`config.mk`:
```
export PLATFORM = sky130hd
export DESIGN_NAME = regfile_writeback
export DESIGN_NICKNAME = d
export VERILOG_FILES = /design/src/rtl/regfile_writeback.sv
export SDC_FILE = /design/constraint.sdc
export NUM_CORES = 1
export LEC_CHECK = 0
export ABC_AREA = 1
export CORE_AREA = 2 2 217 177
export DETAILED_ROUTE_END_ITERATION = 8
export DIE_AREA = 0 0 219 179
export PLACE_DENSITY = 0.49
export RECOVER_POWER = 100
export SETUP_SLACK_MARGIN = 0.1
export SLEW_MARGIN = 20
export SYNTH_ARGS = -nofsm -noshare
export SYNTH_HDL_FRONTEND = slang
export SYNTH_SLANG_ARGS = --single-unit
```
`constraint.sdc`:
```
create_clock -name clk -period 4.3 [get_ports clk]
set_clock_uncertainty 0.2 [all_clocks]
set_input_delay 0.86 -clock clk [delete_from_list [all_inputs] [get_ports clk]]
set_output_delay 0.86 -clock clk [all_outputs]
set_load 0.01 [all_outputs]
```
`src/rtl/regfile_writeback.sv`:
```
// Register-file writeback queue: merges load (mem) and ALU/FPU results into a
// single in-order register-file write port, and reports which read operands
// still have an uncommitted write in flight.

// Per-entry tag compare against the two read operands being decoded.
module wb_tag_match (
  input  logic       occ,
  input  logic [6:0] tag,
  input  logic [6:0] key1,
  input  logic [6:0] key2,
  output logic       hit1,
  output logic       hit2
);
  assign hit1 = occ && (tag == key1);
  assign hit2 = occ && (tag == key2);
endmodule

module regfile_writeback #(
  parameter int DEPTH = 4
) (
  input  logic        clk,
  input  logic        rst_n,
  input  logic        mem_valid,
  input  logic [5:0]  mem_reg,
  input  logic [31:0] mem_data,
  input  logic        mem_float,
  output logic        mem_ready,
  input  logic        alu_valid,
  input  logic [5:0]  alu_reg,
  input  logic [31:0] alu_data,
  input  logic        alu_float,
  output logic        alu_ready,
  input  logic        wb_hold,
  output logic [5:0]  writeReg,
  output logic [31:0] writeData,
  output logic        regWrite,
  output logic        float,
  input  logic [5:0]  readReg1,
  input  logic [5:0]  readReg2,
  input  logic        read_float,
  output logic        pending1,
  output logic        pending2,
  output logic [4:0]  fifo_count
);
  localparam int         PW      = (DEPTH > 1) ? $clog2(DEPTH) : 1;
  localparam logic [4:0] DEPTH_C = 5'(DEPTH);

  typedef struct packed {
    logic        fp;
    logic [5:0]  rg;
    logic [31:0] data;
  } wb_entry_t;

  wb_entry_t         ent_q [DEPTH];
  wb_entry_t         ent_d [DEPTH];
  wb_entry_t         out_q, out_d;
  logic              rw_q, rw_d;
  logic [PW-1:0]     wr_ptr_q, wr_ptr_d, rd_ptr_q, rd_ptr_d, wp;
  logic [4:0]        count_q, count_d;
  logic              mem_push, alu_push, pop;

  // Readiness looks only at registered occupancy; a same-cycle pop earns no credit.
  assign mem_ready = count_q < DEPTH_C;
  assign alu_ready = (count_q <= DEPTH_C - 5'd2) ||
                     ((count_q == DEPTH_C - 5'd1) && !mem_valid);

  // Enqueue mem then alu (mem is older), drop $zero writes, pop head when not held.
  always_comb begin
    mem_push = mem_valid && mem_ready && (mem_float || (mem_reg != 6'd0));
    alu_push = alu_valid && alu_ready && (alu_float || (alu_reg != 6'd0));
    pop      = (count_q != 5'd0) && !wb_hold;
    ent_d    = ent_q;
    wp       = wr_ptr_q;
    if (mem_push) begin
      ent_d[wp] = '{fp: mem_float, rg: mem_reg, data: mem_data};
      wp        = wp + PW'(1);
    end
    if (alu_push) begin
      ent_d[wp] = '{fp: alu_float, rg: alu_reg, data: alu_data};
      wp        = wp + PW'(1);
    end
    wr_ptr_d = wp;
    rd_ptr_d = pop ? rd_ptr_q + PW'(1) : rd_ptr_q;
    count_d  = count_q + 5'(mem_push) + 5'(alu_push) - 5'(pop);
    rw_d     = pop;
    out_d    = pop ? ent_q[rd_ptr_q] : out_q;
  end

  // Queue storage, pointers and the registered write port; reset drops everything.
  always_ff @(posedge clk or negedge rst_n) begin
    if (!rst_n) begin
      for (int i = 0; i < DEPTH; i++) ent_q[i] <= '0;
      out_q    <= '0;
      rw_q     <= 1'b0;
      wr_ptr_q <= '0;
      rd_ptr_q <= '0;
      count_q  <= '0;
    end else begin
      ent_q    <= ent_d;
      out_q    <= out_d;
      rw_q     <= rw_d;
      wr_ptr_q <= wr_ptr_d;
      rd_ptr_q <= rd_ptr_d;
      count_q  <= count_d;
    end
  end

  assign writeReg   = out_q.rg;
  assign writeData  = out_q.data;
  assign float      = out_q.fp;
  assign regWrite   = rw_q;
  assign fifo_count = count_q;

  // Hazard detection: every live queue slot plus the write port in flight.
  logic [6:0]       key1, key2;
  logic [DEPTH-1:0] hit1, hit2;
  assign key1 = {read_float, readReg1};
  assign key2 = {read_float, readReg2};

  for (genvar g = 0; g < DEPTH; g++) begin : g_slot
    localparam logic [PW-1:0] IDX = PW'(g);
    logic [PW-1:0] off;
    assign off = IDX - rd_ptr_q;
    wb_tag_match u_match (
      .occ  (5'(off) < count_q),
      .tag  ({ent_q[g].fp, ent_q[g].rg}),
      .key1 (key1),
      .key2 (key2),
      .hit1 (hit1[g]),
      .hit2 (hit2[g])
    );
  end

  assign pending1 = (key1 != 7'd0) &&
                    ((|hit1) || (rw_q && ({out_q.fp, out_q.rg} == key1)));
  assign pending2 = (key2 != 7'd0) &&
                    ((|hit2) || (rw_q && ({out_q.fp, out_q.rg} == key2)));
endmodule
```
# ---- After elaboration in Yosys (flattened, before gate mapping)
# Index checks and enable logic that the tools add are counted.
dict set report classes {
  add_sub_neg 10
  n_bitwise 3
  mux 13
  n_eq_ne 11
  magnitude_cmp 11
  n_reduce_logical 34
}
# op count
set op_table {}
lappend op_table {{$bwmux W156} 2}
lappend op_table {{$mux W156} 2}
lappend op_table {{$demux W39 S2} 2}
lappend op_table {{$mux W39} 4}
lappend op_table {{$bmux W39 S2} 1}
lappend op_table {{$eq A7 B7 Y1} 10}
lappend op_table {{$logic_and A1 B1 Y1} 20}
lappend op_table {{$lt A2 B5 Y1} 4}
lappend op_table {{$reduce_bool A7 Y1} 2}
lappend op_table {{$reduce_bool A6 Y1} 2}
lappend op_table {{$add A5 B1 Y5} 2}
lappend op_table {{$ge A3 B3 Y1 const B} 3}
lappend op_table {{$not A2 Y3} 3}
lappend op_table {{$reduce_or A4 Y1} 2}
lappend op_table {{$add A2 B1 Y2 const B} 3}
lappend op_table {{$lt A3 B1 Y1 const B} 2}
lappend op_table {{$eq A5 B2 Y1 const B} 1}
lappend op_table {{$le A5 B2 Y1 const B} 1}
lappend op_table {{$logic_or A1 B1 Y1} 5}
lappend op_table {{$lt A5 B3 Y1 const B} 1}
lappend op_table {{$reduce_bool A5 Y1} 1}
lappend op_table {{$sub A5 B1 Y5} 1}
lappend op_table {{$mux W2} 2}
lappend op_table {{$sub A1 B2 Y2 const A} 2}
lappend op_table {{2 further kinds} 4}
dict set report word_totals {
  ff_bits 205
}

# ---- Longest topological paths before layout
# Gate-level depths: netlist (run 1).
dict set report logic_depth {
  ltp_word 11
  mapped_depth 17
  depth_no_buf 15
}

# ---- Cells and area by module
# A second synthesis (run 1) with hierarchy kept.
dict set report hier_totals {
  cells_unflattened 2607
  hier_area_um2 15541.2
}
# mod cells_per_inst area_per_inst_um2 n_inst
set by_module_without_submodules {}
lappend by_module_without_submodules {regfile_writeback 2303 14380.0 1}
lappend by_module_without_submodules {wb_tag_match 76 290.3 4}

# ---- Least setup slack after synthesis (run 1)
# Ideal clock, no wire load.
dict set report synth_timing {
  path_kind {in2reg}
  from {input port mem_float}
  to {register count_q[4] (netlist: fifo_count[4])}
  setup_time_ns 0.079
  stages 11
  t_arrival_ns 2.885
  setup_slack_ns 1.136
  required_ns 4.021
  cell_sequence {nor3_2 > nand3_4 > nand2_1 > ha_1 > inv_1 > fa_1 > fa_1 > a21oi_1 > nor2_1 > nor2_1 > xor2_1}
}
dict set report synth_via {
  elab_chain_len 5
}
# element line_no
set synth_lines {}
lappend synth_lines {{from (decl)} 26} ;# input logic mem_float,
lappend synth_lines {{$logic_or A1 B1 Y1} 69} ;# mem_push = mem_valid && mem_ready && (mem_float || (mem_reg != 6'd0));
lappend synth_lines {{$logic_and A1 B1 Y1} 69}
lappend synth_lines {{$add A5 B1 Y5 (2 in a row)} 84} ;# count_d = count_q + 5'(mem_push) + 5'(alu_push) - 5'(pop);
lappend synth_lines {{$sub A5 B1 Y5} 84}
lappend synth_lines {{via count_d[4]} 59} ;# logic [4:0] count_q, count_d;
lappend synth_lines {{to (signal assigned)} 104} ;# count_q <= count_d;
lappend synth_lines {{to (decl)} 59}
# The timed path passes the listed nets, and every way through them passes these cells.
# A chain may end at the register's enable or synchronous reset.

# ---- Worst setup path in the final report (run 1)
dict set report layout_timing {
  from {register rd_ptr_q[0]}
  to {output port pending1}
}
dict set report layout_via {
  elab_chain_len 6
}
# element line_no
set layout_lines {}
lappend layout_lines {{from (decl)} 58} ;# logic [PW-1:0] wr_ptr_q, wr_ptr_d, rd_ptr_q, rd_ptr_d, wp;
lappend layout_lines {{from (signal assigned)} 103} ;# rd_ptr_q <= rd_ptr_d;
lappend layout_lines {{$sub A1 B2 Y2 / $sub A2 B2 Y2 (equally long branches)} 123} ;# assign off = IDX - rd_ptr_q;
lappend layout_lines {{$lt A2 B5 Y1} 125} ;# .occ (5'(off) < count_q),
lappend layout_lines {{$logic_and A1 B1 Y1} 14} ;# assign hit1 = occ && (tag == key1);
lappend layout_lines {{$reduce_or A4 Y1 *} 135} ;# ((|hit1) || (rw_q && ({out_q.fp, out_q.rg} == key1)));
lappend layout_lines {{$logic_or A1 B1 Y1 *} 135}
lappend layout_lines {{$logic_and A1 B1 Y1 *} 134} ;# assign pending1 = (key1 != 7'd0) &&
lappend layout_lines {{to (decl)} 41} ;# output logic pending1,
# Every way passes the cells marked *; elsewhere a longest branch is shown, timed or not.

==> results of run 1 <==
## power by group through the flow
stage               logic, mW  registers (mW)  clock network (mW)
finish                   4.38            3.49                1.95
global route             5.02            3.61                2.09
CTS                      4.50            3.50                2.01
detailed placement       4.49            3.52                   0
global placement         4.41            3.51                   0
floorplan                2.97            3.41                   0
## layer usage
| layer | routed length [um] | up-vias | global-route usage (%) |
|---|---|---|---|
| met5 | 0 | - | 0 |
| met4 | 607 | 0 | 3.86 |
| met3 | 2320 | 39 | 2.99 |
| met2 | 18400 | 302 | 33.8 |
| met1 | 19900 | 5174 | 31.5 |
| li1 | - | 5469 | - |
## Yosys cell counts (25+ instances only)
cell,n
clkbuf_1,43
nand2_1,418
o21ai_0,84
nand4_1,46
xnor2_1,35
nand3_1,25
nor2_1,498
inv_1,95
mux2_2,32
o21ai_1,76
dfrtp_1,205
## cell type report
type	instances	area, um^2	area share [%]
timing repair buffer	170	1690	11.6
inverter	103	387	2.66
clock buffer	37	711	4.88
tap	495	619	4.26
clock inverter	3	15.0	0.103
sequential	205	5130	35.3
multi-input combinational	1277	6000	41.2
## flip-flops by register name (all words and copies together) (netlist names)
signal      count
ent_q         156
fifo_count      5
float           1
writeData      32
rd_ptr_q        2
wr_ptr_q        2
regWrite        1
writeReg        6
## cell usage in the layout (no fill, tap or decap), types with 3 or more instances in the layout
cell type,synthesis,layout
clkinv_2,0,3
nor2_1,498,497
o21ai_1,76,76
clkbuf_2,1,7
inv_1,95,96
o21ai_0,84,85
o21a_1,3,3
nand4_1,46,46
xnor2_1,35,35
buf_12,0,6
xor2_1,10,10
clkbuf_8,0,4
inv_2,8,6
dfrtp_1,205,205
nor2_4,2,3
mux2_2,32,32
clkbuf_1,43,8
ha_1,20,20
nand2_1,418,418
a21oi_1,4,4
nand3_4,5,4
clkdlybuf4s50_1,0,97
buf_4,12,12
dlygate4sd3_1,0,46
nand3_1,25,27
clkbuf_16,0,25
## how the worst max path moves through the flow
stage | startpoint | end | slack, ns | cells past startpoint
final | rd_ptr_q[0]$_DFFE_PN0P_ | pending1 | 0.29 | 11
after global placement | mem_reg[2] | fifo_count[4]$_DFF_PN0_ | 0.38 | 12
after floorplan | mem_float | fifo_count[4]$_DFF_PN0_ | 1.14 | 11
after detailed placement | mem_float | fifo_count[4]$_DFF_PN0_ | 0.36 | 12
after CTS | rd_ptr_q[0]$_DFFE_PN0P_ | pending1 | 0.28 | 13
after global routing | mem_float | ent_q[4]$_DFF_PN0_ | 0.10 | 14
## critical path, stage by stage (launching register included)
cell	delay, ns
dfrtp_1	0.49
nand2_1	0.28
inv_2	0.06
nor2_1	0.17
ha_1	0.26
a21o_1	0.18
nand2_1	0.11
nand3_1	0.09
nand3_1	0.12
nor2_1	0.05
nor2_1	0.09
clkdlybuf4s50_1	0.54
## kinds of logic after synthesis
family	Yosys count
and+or+nand+nor	1001
AOI/OAI and AO/OA	176
muxes	32
adders and majority gates	22
DFF	205
buffers and inverters	199
xor gates and xnor gates	46
==> flow_summary.json, run 1 <==
{
  "cts_tree": "yes",
  "dp_hpwl_mm": 25.8,
  "worstPathArrival_ns": 2.95,
  "ys_seq_elements": 205,
  "post_cts_buffers": 0,
  "report.final.slew_viol_count": 148,
  "ff2ff_path_depth": 16,
  "clockPowerShare_pct": 19.9,
  "grt_pass1_wl_mm": 64.2,
  "synthTopCellsByArea": "dfrtp_1 42%, nor2_1 15%, nand2_1 13%",
  "hold_class": "register to register",
  "place_area_um2": 13900,
  "whs_ns": 0.297,
  "r2r_slack_ns": 0.71,
  "seq_area_frac_synth_pct": 42.5,
  "grt_overflow": 0,
  "synth_top_family_by_area": "simple AND/OR/NAND/NOR gates",
  "nFillCells": 4010,
  "p_per_area_nw_per_um2": 674,
  "fmax_ghz": 0.249,
  "clk_latency_ns": 0.53,
  "synth.net_count": 1799,
  "finish.utilization_pct": 39.0,
  "dr_total_vias": 11000,
  "area_growth_pct": 20.5,
  "p_leak_nw": 7.04,
  "io_pins": 145,
  "synthDistinctLibCells": 37,
  "hold_start": "writeData[23]$_DFFE_PN0P_",
  "place_ws_ns": 0.361,
  "comb_power_share_pct": 44.6,
  "worst_ep_required_time_ns": 3.24,
  "die_y_um": 179,
  "p_int_mw": 5.77,
  "p_sw_mw": 4.05,
  "place_congestion": 0.867,
  "grt_pass1_vias": 10600,
  "ctsResizeCount": 0,
  "slew_headroom_pct": -81.7,
  "syn_inst": 1681,
  "r2r_end": "ent_q[34]$_DFF_PN0_",
  "netlist_area_um2": 12100,
  "track_usage_pct": 21.4,
  "antenna_found_initial": 0,
  "whs_endpoint": "writeData[23]$_DFFE_PN0P_",
  "fp-row-count": 64,
  "ys_warn_count": 0,
  "synth_compound_area_share_pct": 7.64,
  "htree_num_levels": 1,
  "clockBufferDepth": 3,
  "fin_setup_tns_ns": 0,
  "synth.avg_cell_area_um2": 7.19,
  "crit_path_max_fanout": 6,
  "switching_share_pct": 41.2,
  "violations": "capacitance limit, slew limit",
  "synthArstFlopShare_pct": 100,
  "path_clk_slew_ns": 0.06,
  "status": "complete, but fails checks",
  "dieArea_um2": 39200,
  "synth_xor_area_share_pct": 3.40,
  "cp-start-kind": "register",
  "postCtsHoldBufs": 0,
  "worstSetupPathType": "register to primary output",
  "io_buffers": 144,
  "nets": 1899,
  "worstSetupEndpointType": "primary output",
  "synthSimpleGateAreaFrac_pct": 33.3,
  "yosysTopAreaCell": "dfrtp_1",
  "hold_viol": 0,
  "diodes": 0,
  "antenna_left": 0,
  "finalPower_mw": 9.81,
  "synth_top_area_share_pct": 42.5,
  "worst_slew_pin_slew_ns": 2.73,
  "core_um2": 37300,
  "die_w_um": 219,
  "p_seq_share_pct": 35.5,
  "synth-edff-count": 0,
  "drc_errors": 0,
  "synthAdderAreaFrac_pct": 2.40,
  "synthFlopType": "dfrtp_1",
  "r2r-start": "fifo_count[3]$_DFF_PN0_",
  "ctsRootBufferMaster": "clkbuf_16",
  "routed_wl_mm": 41.2,
  "post-place-cells": 2250,
  "first_pass_iters": 5,
  "maxCapViolCount": 2,
  "irDropWorstVdd_mv": 0.486,
  "grt_max_degree": 99,
  "rsz0062_at_grt": "no",
  "initial_core_util_pct": 32.4,
  "setup_viol": 0,
  "first_iter_violations": 870,
  "drive_gt1_share_pct": 6.02,
  "cts_num_sinks": 205,
  "hold_depth": 1,
  "viasPerCell": 4.80,
  "instances_no_fill": 2290,
  "period_share_pct": 93.4,
  "numCtsBuffers": 24,
  "setup_ws_ns": 0.286,
  "synthMuxAreaShare_pct": 2.98,
  "route.detailed.wl_per_inst_um": 18.0,
  "fin_area_um2": 14600,
  "fin_crit_ns": 4.01
}
(Power assumes the default switching activity.)
==> inputs of run 2 (changes only) <==
CTS_CLUSTER_DIAMETER = 40   (was unset)
==> run 2 against run 1 <==
  * The flow still finishes with violations (capacitance limit, slew limit)
  * Critical path depth is the same
  * Setup slack worse by 0.052 ns
  * Utilization is 1.3 points higher
  * Final cell count is 0.92% higher
  * Flip-flop and latch count is the same
  * Sequential power about the same
  * Via count grew 1.1%
  * Combinational power hardly changed
  * Die area is the same
  * Critical path type is now input port to primary output
  * Largest power group unchanged
  * Highest routed layer unchanged
==> flow_summary.json, run 2 (synthesis gave the netlist of run 1 again) <==
{
  "antenna_left": 0,
  "viasPerCell": 4.80,
  "post_cts_buffers": 0,
  "diodes": 0,
  "first_pass_iters": 5,
  "final_common_cell": "nor2_1",
  "largest_reg_flops": 156,
  "hold_start": "writeData[21]$_DFFE_PN0P_",
  "switching_share_pct": 39.3,
  "regMostFlops": "ent_q",
  "p_seq_share_pct": 32.4,
  "grt_pass1_wl_mm": 64.4,
  "nets": 1909,
  "htree_num_levels": 2,
  "clk_latency_ns": 0.52,
  "worst_slew_pin_slew_ns": 2.75,
  "irDropWorstVdd_mv": 0.459,
  "p_leak_nw": 7.27,
  "crit_path_max_fanout": 5,
  "grt_overflow": 0,
  "antenna_found_initial": 0,
  "finalPower_mw": 10.8,
  "startpoint": "readReg1[1]",
  "place_area_um2": 13900,
  "routed_wl_mm": 41.6,
  "ctsRootBufferMaster": "clkbuf_16",
  "grt_max_degree": 99,
  "dr_total_vias": 11100,
  "period_share_pct": 94.6,
  "io_buffers": 144,
  "clockPowerShare_pct": 27.0,
  "dp_hpwl_mm": 25.8,
  "cp-start-kind": "input port",
  "p_int_mw": 6.54,
  "fmax_ghz": 0.246,
  "area_growth_pct": 24.4,
  "report.final.slew_viol_count": 148,
  "worstSetupPathType": "input port to primary output",
  "fin_setup_tns_ns": 0,
  "hold_viol": 0,
  "core_um2": 37300,
  "mostFrequentLayoutCells": "497 x nor2_1, 418 x nand2_1, 205 x dfrtp_1, 96 x inv_1, 95 x clkdlybuf4s50_1",
  "p_sw_mw": 4.24,
  "die_y_um": 179,
  "worstPathArrival_ns": 3.01,
  "hold_class": "register to register",
  "violations": "capacitance limit, slew limit",
  "place_congestion": 0.867,
  "comb_power_share_pct": 40.6,
  "rsz0062_at_grt": "no",
  "r2r-start": "fifo_count[3]$_DFF_PN0_",
  "first_iter_violations": 1015,
  "setup_viol": 0,
  "route.detailed.wl_per_inst_um": 18.0,
  "path_clk_slew_ns": 0.05,
  "slew_headroom_pct": -83.3,
  "status": "complete, but fails checks",
  "drive_gt1_share_pct": 7.21,
  "worst_ep_required_time_ns": 3.24,
  "grt_pass1_vias": 10700,
  "p_per_area_nw_per_um2": 717,
  "whs_ns": 0.295,
  "fin_crit_ns": 4.07,
  "clockBufferDepth": 3,
  "cts_tree": "yes",
  "die_w_um": 219,
  "postCtsHoldBufs": 0,
  "worstSetupEndpointType": "primary output",
  "fp-row-count": 64,
  "initial_core_util_pct": 32.4,
  "io_pins": 145,
  "dieArea_um2": 39200,
  "numCtsBuffers": 34,
  "ctsResizeCount": 0,
  "track_usage_pct": 21.6,
  "maxCapViolCount": 2,
  "fin_area_um2": 15000,
  "cts_num_sinks": 205,
  "drc_errors": 0
}
run 2: worst paths after layout:
path	endpoint	slack, ns	cells after the start
min in group asynchronous	writeData[2]$_DFFE_PN0P_	0.98	1
worst min register to register	writeData[21]$_DFFE_PN0P_	0.30	1
worst max register to register	ent_q[119]$_DFF_PN0_	0.77	14
worst max-delay path	pending1	0.23	11
max in group asynchronous	ent_q[89]$_DFF_PN0_	1.20	2
worst min-delay path	writeData[21]$_DFFE_PN0P_	0.30	1
run 2: power by group through the flow:
stage / logic (mW) / registers [mW] / clock network [mW]
detailed placement: 4.49 / 3.52 / 0
global route: 5.02 / 3.61 / 3.05
CTS: 4.51 / 3.50 / 2.97
finish: 4.38 / 3.49 / 2.91
global placement: 4.41 / 3.51 / 0
floorplan: 2.97 / 3.41 / 0
run 2: per-stage QoR:
step / setup slack [ns] / std cells / utilization, %
after global routing: 0.0813 / 2311 / 40.3
after floorplan: 1.14 / 1681 / -
after CTS: 0.321 / 2311 / 40.5
final: 0.233 / 2311 / 40.3
after detailed placement: 0.361 / 2250 / 37.3
after global placement: 0.377 / 2250 / 37.3
run 2: metal layers:
metal	track usage (%)	up-vias	wire, um	part of all wire, %
li1	-	5491	-	-
met1	31.4	5270	20100	48
met2	33.6	296	18500	45
met3	3.53	44	2350	5.7
met4	4.62	0	577	1.4
met5	0	-	0	0
run 2: cell type report:
type,instances,area (um^2)
fillers,3988,22300
clock inverters,16,267
flip-flops and latches,205,5130
clock buffers,45,932
inverters,103,387
multi-input cells,1277,6000
repair buffers,170,1690
well taps,495,619
run 2: critical path, stage by stage:
cell and delay (ns):
clkdlybuf4s50_1 0.55, inv_1 0.21, nand2_1 0.07, nand2_1 0.06
nand2_1 0.05, nor2_1 0.24, nand3_1 0.11, nand3_1 0.12
nor2_1 0.05, nor2_1 0.08, dlygate4sd3_1 0.61
